$ cat config.mk
export PLATFORM = sky130hd
export DESIGN_NAME = fifo_word_packer
export DESIGN_NICKNAME = d
export VERILOG_FILES = /design/src/rtl/fifo_word_packer.sv
export SDC_FILE = /design/constraint.sdc
export NUM_CORES = 1
export LEC_CHECK = 0
export CAP_MARGIN = 20
export CORE_MARGIN = 2
export CORE_UTILIZATION = 29
export CTS_CLUSTER_DIAMETER = 80
export CTS_CLUSTER_SIZE = 25
export DETAILED_ROUTE_END_ITERATION = 10
export PLACE_DENSITY = 0.49
export SLEW_MARGIN = 20
export SYNTH_ARGS = -nofsm -noshare
export SYNTH_HDL_FRONTEND = slang
export SYNTH_SLANG_ARGS = --single-unit
$ cat constraint.sdc
create_clock -name read_clk -period 4.2 [get_ports read_clk]
set_clock_uncertainty 0.1 [all_clocks]
set_input_delay 0.42 -clock read_clk [delete_from_list [all_inputs] [get_ports read_clk]]
set_output_delay 0.42 -clock read_clk [all_outputs]
set_load 0.01 [all_outputs]
$ cat src/rtl/fifo_word_packer.sv
// fifo_word_packer: pops FIFO bytes, packs BYTES lanes per word onto a valid/ready stream, flush closes partial words.
// Optional FIFO_WORD_PACKER_BYTECNT_EN adds a 16-bit transferred-byte counter output.
module fifo_word_packer #(
  parameter int DATA_W = 8,
  parameter int BYTES  = 4,
  parameter int RD_LAT = 1
) (
  input  logic                    read_clk,
  input  logic                    reset,
  input  logic                    fifo_empty,
  input  logic [DATA_W-1:0]       fifo_out,
  output logic                    fifo_read_en,
  input  logic                    flush,
  output logic                    m_valid,
  input  logic                    m_ready,
  output logic [DATA_W*BYTES-1:0] m_data,
  output logic [BYTES-1:0]        m_keep,
`ifdef FIFO_WORD_PACKER_BYTECNT_EN
  output logic [15:0]             byte_count,
`endif
  output logic                    m_last
);
  localparam int CW = $clog2(BYTES + 1);
  localparam int IW = $clog2(RD_LAT + 1);
  localparam int WW = DATA_W * BYTES + BYTES + 1;
  logic [RD_LAT-1:0] pipe;
  logic [CW-1:0] landed, lanes_now;
  logic [IW-1:0] infl, infl_rem;
  logic [DATA_W*BYTES-1:0] acc, acc_n;
  logic [BYTES-1:0] keep;
  logic [1:0] ob_cnt;
  logic [WW-1:0] head, skid, push_word;
  logic flush_pend, flush_req, land, xfer, accept, full, fl_done, do_push, pop;
  int occ;
  assign m_valid = ob_cnt != 2'd0;
  assign {m_last, m_keep, m_data} = head;
  assign fifo_read_en = pop;
  // occ counts every byte owned by the block, buffered words as full words, so
  // capping it at three words keeps both the skid buffer and accumulator from overflowing.
  always_comb begin
    land = pipe[RD_LAT-1];
    xfer = m_valid & m_ready;
    flush_req = flush | flush_pend;
    lanes_now = landed + CW'(land);
    infl_rem = infl - IW'(land);
    full = lanes_now == CW'(BYTES);
    accept = ob_cnt != 2'd2 || xfer;
    fl_done = flush_req && infl_rem == '0;
    do_push = accept && (full || (fl_done && lanes_now != '0));
    acc_n = acc;
    if (land) acc_n[int'(landed)*DATA_W +: DATA_W] = fifo_out;
    keep = '0;
    for (int i = 0; i < BYTES; i++) keep[i] = i < int'(lanes_now);
    push_word = {fl_done, keep, acc_n};
    occ = BYTES * int'(ob_cnt) + int'(landed) + int'(infl) - (xfer ? BYTES : 0);
    pop = reset && !fifo_empty && !flush_req && occ < 3 * BYTES;
  end
  always_ff @(posedge read_clk or negedge reset) begin
    if (!reset) begin
      pipe <= '0;
      infl <= '0;
      landed <= '0;
      acc <= '0;
      flush_pend <= 1'b0;
      ob_cnt <= 2'd0;
      head <= '0;
      skid <= '0;
    end else begin
      pipe <= RD_LAT'({pipe, pop});
      infl <= infl_rem + IW'(pop);
      landed <= do_push ? '0 : lanes_now;
      acc <= do_push ? '0 : acc_n;
      flush_pend <= flush_req && !(fl_done && (lanes_now == '0 || do_push));
      ob_cnt <= ob_cnt + 2'(do_push) - 2'(xfer);
      if ((do_push && (ob_cnt == 2'd0 || (xfer && ob_cnt == 2'd1))) || (xfer && ob_cnt == 2'd2))
        head <= (ob_cnt == 2'd2) ? skid : push_word;
      if (do_push && ((ob_cnt == 2'd1 && !xfer) || (ob_cnt == 2'd2 && xfer)))
        skid <= push_word;
    end
  end
`ifdef FIFO_WORD_PACKER_BYTECNT_EN
  always_ff @(posedge read_clk or negedge reset) begin
    if (!reset) byte_count <= '0;
    else if (xfer) byte_count <= byte_count + 16'($countones(m_keep));
  end
`endif
endmodule
==> results by group, run 1 <==
CTS
  • Clk_lat worst skew: 0.42 ns
  • Clk buf depth: 2
  • CTS tree: built
  • Clock root cell: clkbuf_16
  • Post-CTS Setup Inserts: 0
  • Clk slew on worst S/H paths: 0.06 ns
  • Total CTS buffers: 17
  • CTS sink count: 114
  • CTS H-tree lvls: 4

STA
  • RSZ-0062 raised after global routing: false
  • Post-layout min period: 3.96 ns
  • Peak Freq: 0.253 GHz
  • Fin Setup TNS: 0 ns
  • Final hold violation count: 0
  • Final Max Slew Viols: 0
  • Fin crit share: approximately 94%
  • Rel. slew slack: a little under two fifths
  • Least-Margin Pin Slew: approximately 0.95 ns
  • Final setup violating endpoints: 0

Routing
  • TritonRoute pass-1 iters: 4
  • Routed wire length: 11200 um
  • Drt drc: 0
  • Mean number of vias per cell: 4.48
  • WL per Instance: 14.4 um
  • Starting DRT DRC Count: 192
  • DRT antenna net count: 0
  • Routed vias: roughly 3500

Cells and area
  • Final core utilization: 36.7%
  • Multi-input logic area: 1960 um2
  • Layout area overhead: 24.7%
  • Fraction of layout cells with a size suffix above 1: between 10% and 20%
  • Reg area: 2850 um2
  • Design Area, Final: around 6300 um2
  • N_diodes: 0
  • Final nets: between 500 and 600
  • Filler Cells Inserted: 1724

Yosys
  • Avg Cell Area, Syn: 10.1 um2
  • Synth Flop Type: dfrtp_1
  • Count of different cell masters after synthesis: ~40
  • Synthesized flop and latch total: 114
  • Register area share after synthesis: 56.7%
  • Post-Syn Area: roughly 5000 um2
  • Post-synth EDFFs: 0
  • Synth warnings: 0
  • Syn Inst Count: between 400 and 500
  • FFs w/ async S/R, synth: 100%
  • Post-synthesis net count: 521

Setup path
  • Crit-path max FO: 6
  • Setup crit start kind: register
  • Kind of critical path: reg -> out
  • CP Data Required Time: around 3.7 ns
  • CP endpoint kind: output pin
  • Crit path DAT: 3.44 ns

Die
  • Die X: 136 um
  • Initial Utilization: 29.4%
  • Die height: 136 um
  • Top Ports: 52
  • Core footprint: 17100 um2
  • FP Rows: 48
  • Die ar.: 18400 um2

Run status
  • Status: completed

Placement
  • Gpl congestion: 0.783
  • Post-DP Area: 5730 um2
  • I/O Buffers: between 50 and 60
  • DP HPWL: 7370 um

Pwr
  • Leak pwr: 3.04 nW
  • Post-layout power: 4.84 mW
  • Peak supply drop: 0.301 mV
  • Power Dens Cells: 771 nW/um2

Global routing
  • Vias in the first global route: roughly 3500
  • Largest net degree at the start of global routing: 76
  • Initial antenna violation count: 0
  • GRT Total Usage: 13.2%
  • GRT Residual Overflow: 0
  • First-pass GRT wire length: 18400 um

Worst hold path
  • Worst Hold Class: reg -> reg

Job
  • Max-Cap Viols: 0
[metal layers]
metal / vias to the layer above / routed length, um / global-route usage (%)
li1: 1787 / - / -
met1: 1644 / 5330 / 17.1
met2: 55 / 5240 / 20.5
met3: 20 / 436 / 3.52
met4: 0 / 233 / 5.96
met5: - / 0 / 0
[synthesized netlist by cell type, types with 3 or more instances]
master	number	area share [%]
a211oi_1	8	1.2
a21o_1	8	1.2
a21oi_1	44	4.4
a31oi_1	9	1.1
buf_2	18	1.8
buf_6	4	0.89
clkbuf_1	4	0.30
dfrtp_1	114	57
ha_1	10	2.5
inv_1	12	0.89
inv_2	3	0.22
mux2i_1	25	5.0
nand2_1	58	4.3
nor2_1	80	6.0
nor2b_1	10	1.2
o21ai_0	41	4.1
o21ai_1	8	0.80
o21ai_2	8	1.4
xnor2_1	5	0.87
[cell usage in the layout (no fill, tap or decap), drive strengths merged, types with 9 or more instances in the layout]
cell type      synthesis  layout
clkbuf                 5      17
a31oi                  9       9
clkdlybuf4s50          0      50
o21ai                 57      57
nor2                  81      81
ha                    10      10
dfrtp                114     114
inv                   15      19
mux2i                 25      25
nor2b                 10      10
nand2                 59      59
a21oi                 44      44
[flip-flops by register name (all words and copies together), names as in the netlist]
register / count
head: 37
skid: 37
acc: 32
landed: 3
ob_cnt: 2
flush_pend: 1
infl: 1
land: 1
[where the power goes]
| part | total (mW) | internal [mW] | switching, mW |
|---|---|---|---|
| sequential | 1.68 | 1.48 | 0.204 |
| clock | 1.29 | 0.755 | 0.537 |
| combinational | 1.87 | 0.785 | 1.09 |
| total | 4.84 | 3.01 | 1.83 |
[worst paths after layout]
| check | cells past startpoint | endpoint | slack [ns] | startpoint |
|---|---|---|---|---|
| min in group asynchronous | 2 | infl | 0.43 | reset |
| worst min-delay path | 2 | head[9] | 0.38 | head[9] |
| worst min register to register | 2 | head[9] | 0.38 | head[9] |
| max in group asynchronous | 3 | acc[11] | 2.22 | reset |
| worst max register to register | 9 | head[16] | 1.15 | landed[0] |
| worst max-delay path | 11 | fifo_read_en | 0.24 | ob_cnt[1] |
[stage by stage]
stage / worst slack (ns) / cells / hold WS, ns
after floorplan: 1.25 / 497 / 0.0244
after global placement: 0.242 / 750 / 0.339
after detailed placement: 0.209 / 750 / 0.350
after CTS: 0.0937 / 782 / 0.382
after global routing: 0.0403 / 782 / 0.399
final: 0.245 / 782 / 0.377
[critical path: stages (launching register included)]
cell             delay, ns
dfrtp_2               0.46
inv_2                 0.13
a21oi_2               0.08
fa_1                  0.51
inv_1                 0.07
ha_1                  0.20
a311o_1               0.33
a21oi_1               0.11
o21ai_0               0.12
a31oi_1               0.18
o2111a_1              0.27
clkdlybuf4s50_1       0.55
[what timing repair did]
item,CTS,global route
endpoints found under the hold margin,39,0
hold buffers,1,0
setup endpoints to repair,0,1
resized for setup,0,4
[cell families (layout without fill, tap and decap cells)]
family                   count (synthesis)  count (layout)  synth area share [%]
AND/OR/NAND/NOR                        160             160                  13.1
AO/OA/AOI/OAI                          134             134                  16.3
multiplexers                            26              26                  5.19
adder cells (fa/ha/maj)                 11              11                  2.88
flip-flops                             114             114                  56.7
buffers and inverters                   45             105                  4.67
XOR/XNOR                                 7               7                  1.22
[layout make-up]
type,instances,area share (%)
clock buffer,17,6.77
inverter,15,0.897
tap,225,4.48
timing repair buffer,59,9.48
clock inverter,14,1.73
multi-input combinational,338,31.2
sequential,114,45.4
(Power assumes the default switching activity.)
==> run 2, diff against run 1 <==
- CAP_MARGIN: 20 -> not set
- clock period: 4.2 -> 4 ns (I/O delays scaled with it)
==> run 2 against run 1 <==
Against the previous run: wire length is 0.96% higher; non-clock buffer count is 4 higher; first-iteration DRC count is 8.3% higher; sequential share of layout area is 0.69 points lower; die area stayed put; power is 9.1% higher; cell count is 0.64% higher; sequential cell count stayed put; global-route usage is 0.41 points higher; worst setup slack better by 0.27 ns; register-to-register slack worse by 0.17 ns; critical path type unchanged; critical endpoint unchanged.
==> results by group, run 2 (synthesis gave the netlist of run 1 again) <==
Routing
  • WL per Instance: between 10 and 15 um
  • DRT antenna net count: 0
  • Drt drc: 0
  • Routed wire length: roughly 11000 um
  • TritonRoute pass-1 iters: 4
  • Routed vias: around 3500
  • Starting DRT DRC Count: approximately 210
  • Mean number of vias per cell: 4.47

Die
  • Core footprint: around 17000 um2
  • FP Rows: 48
  • Initial Utilization: 29.4%
  • Die X: 136 um
  • Die height: 136 um
  • Die ar.: 18400 um2
  • Top Ports: 52

CTS
  • Total CTS buffers: 17
  • Clk buf depth: 2
  • CTS tree: built
  • Clk_lat worst skew: 0.40 ns
  • Clk slew on worst S/H paths: 0.05 ns
  • Clock root cell: clkbuf_16
  • CTS H-tree lvls: 4
  • CTS sink count: 114

Placement
  • Placed insts: 752
  • Post-DP Area: 5730 um2
  • DP HPWL: ~7300 um
  • I/O Buffers: slightly above 50
  • Gpl congestion: 0.788

Setup path
  • CP endpoint kind: output pin
  • Kind of critical path: reg -> out
  • Crit path DAT: around 3 ns
  • Setup crit start kind: register
  • Crit-path max FO: 5
  • CP Data Required Time: approximately 3.5 ns

Cells and area
  • Design Area, Final: ~6400 um2
  • N_diodes: 0
  • Regs by FF count: head (37), skid (37), acc (32)
  • Final nets: roughly 570
  • Fraction of layout cells with a size suffix above 1: approximately an eighth
  • Non-filler cells, final: 787
  • Commonest cells after routing, fill and taps aside: 112 x dfrtp_1, 80 x nor2_1, 58 x nand2_1
  • Layout area overhead: 26.7%
  • Most common cell after layout, fill and taps aside: dfrtp_1

Run status
  • Status: completed

STA
  • Post-layout min period: 3.48 ns
  • Final Max Slew Viols: 0
  • Rel. slew slack: 33.3%
  • Least-Margin Pin Slew: 1.00 ns
  • Fin crit share: 87.1%
  • Final setup violating endpoints: 0
  • Final hold violation count: 0
  • Peak Freq: 0.287 GHz
  • RSZ-0062 raised after global routing: false
  • Fin Setup TNS: 0 ns

Global routing
  • Initial antenna violation count: 0
  • Largest net degree at the start of global routing: 78
  • Vias in the first global route: roughly 3600
  • GRT Residual Overflow: 0
  • GRT Total Usage: 13.6%
  • First-pass GRT wire length: 19000 um

Pwr
  • Power Dens Cells: 828 nW/um2
  • Post-layout power: between 5 and 6 mW
  • Leak pwr: 3.11 nW
  • Peak supply drop: ~0.37 mV

Worst hold path
  • Worst Hold Class: reg -> reg

Job
  • Max-Cap Viols: 0
run 2: cell types whose count changed in the layout (fill, tap and decap cells not counted), sizes merged:
cell / before / now
buf: 8 / 12
clkbuf: 17 / 21
inv: 19 / 15
bufinv: 0 / 2
clkdlybuf4s50: 50 / 49
clkinv: 5 / 4
dlymetal6s2s: 0 / 1
run 2: metrics by stage:
step | hold slack, ns | utilization (%) | setup WS [ns]
final | 0.373 | 37.3 | 0.516
after global routing | 0.398 | 37.3 | 0.325
after CTS | 0.383 | 37.1 | 0.00747
after detailed placement | 0.323 | 33.5 | 0.0533
after global placement | 0.308 | 33.5 | 0.118
after floorplan | 0.00441 | - | 1.07
run 2: power breakdown:
group	internal [mW]	total, mW	leakage (nW)	switching [mW]
logic	0.834	2.00	1.36	1.17
clock network	0.984	1.52	0.284	0.539
registers	1.55	1.76	1.47	0.209
run 2: final timing paths:
kind	from	endpoint	slack [ns]	cells after the start
worst min register to register	head[12]	head[12]	0.37	2
worst max register to register	landed[0]	head[33]	0.98	8
min in group asynchronous	reset	land	0.42	2
worst min-delay path	head[12]	head[12]	0.37	2
worst max-delay path	ob_cnt[0]	fifo_read_en	0.52	11
max in group asynchronous	reset	acc[22]	1.97	3
run 2: layer usage:
layer | vias up | GRT usage, % | share of wire [%]
met4 | 0 | 5.21 | 1.2
met5 | - | 0 | 0
met1 | 1664 | 17.9 | 48
li1 | 1783 | - | -
met3 | 9 | 3.44 | 3.5
met2 | 58 | 21.5 | 47
run 2: worst max-delay path, cell delays in order (launching register included):
cell,delay (ns)
dfrtp_2,0.43
inv_2,0.11
a21oi_2,0.09
fa_1,0.51
inv_1,0.07
ha_1,0.20
a311o_1,0.35
a21oi_1,0.11
o21ai_0,0.12
a31oi_1,0.20
o2111a_2,0.24
dlymetal6s2s_1,0.16
run 2: cell type report:
| cell class | instances | area [um2] |
|---|---|---|
| timing repair buffer | 63 | 616 |
| tap | 225 | 282 |
| inverter | 15 | 58.8 |
| clock buffer | 21 | 480 |
| multi-input combinational | 338 | 1960 |
| sequential | 114 | 2860 |
| clock inverter | 11 | 129 |
| fill | 1710 | 10700 |
run 2: timing repair:
action,in CTS,in global routing
resized for setup,3,6
buffers inserted,0,2
hold buffers,1,0
hold endpoints to repair,37,0
setup endpoints to repair,1,1
pin swaps,1,1
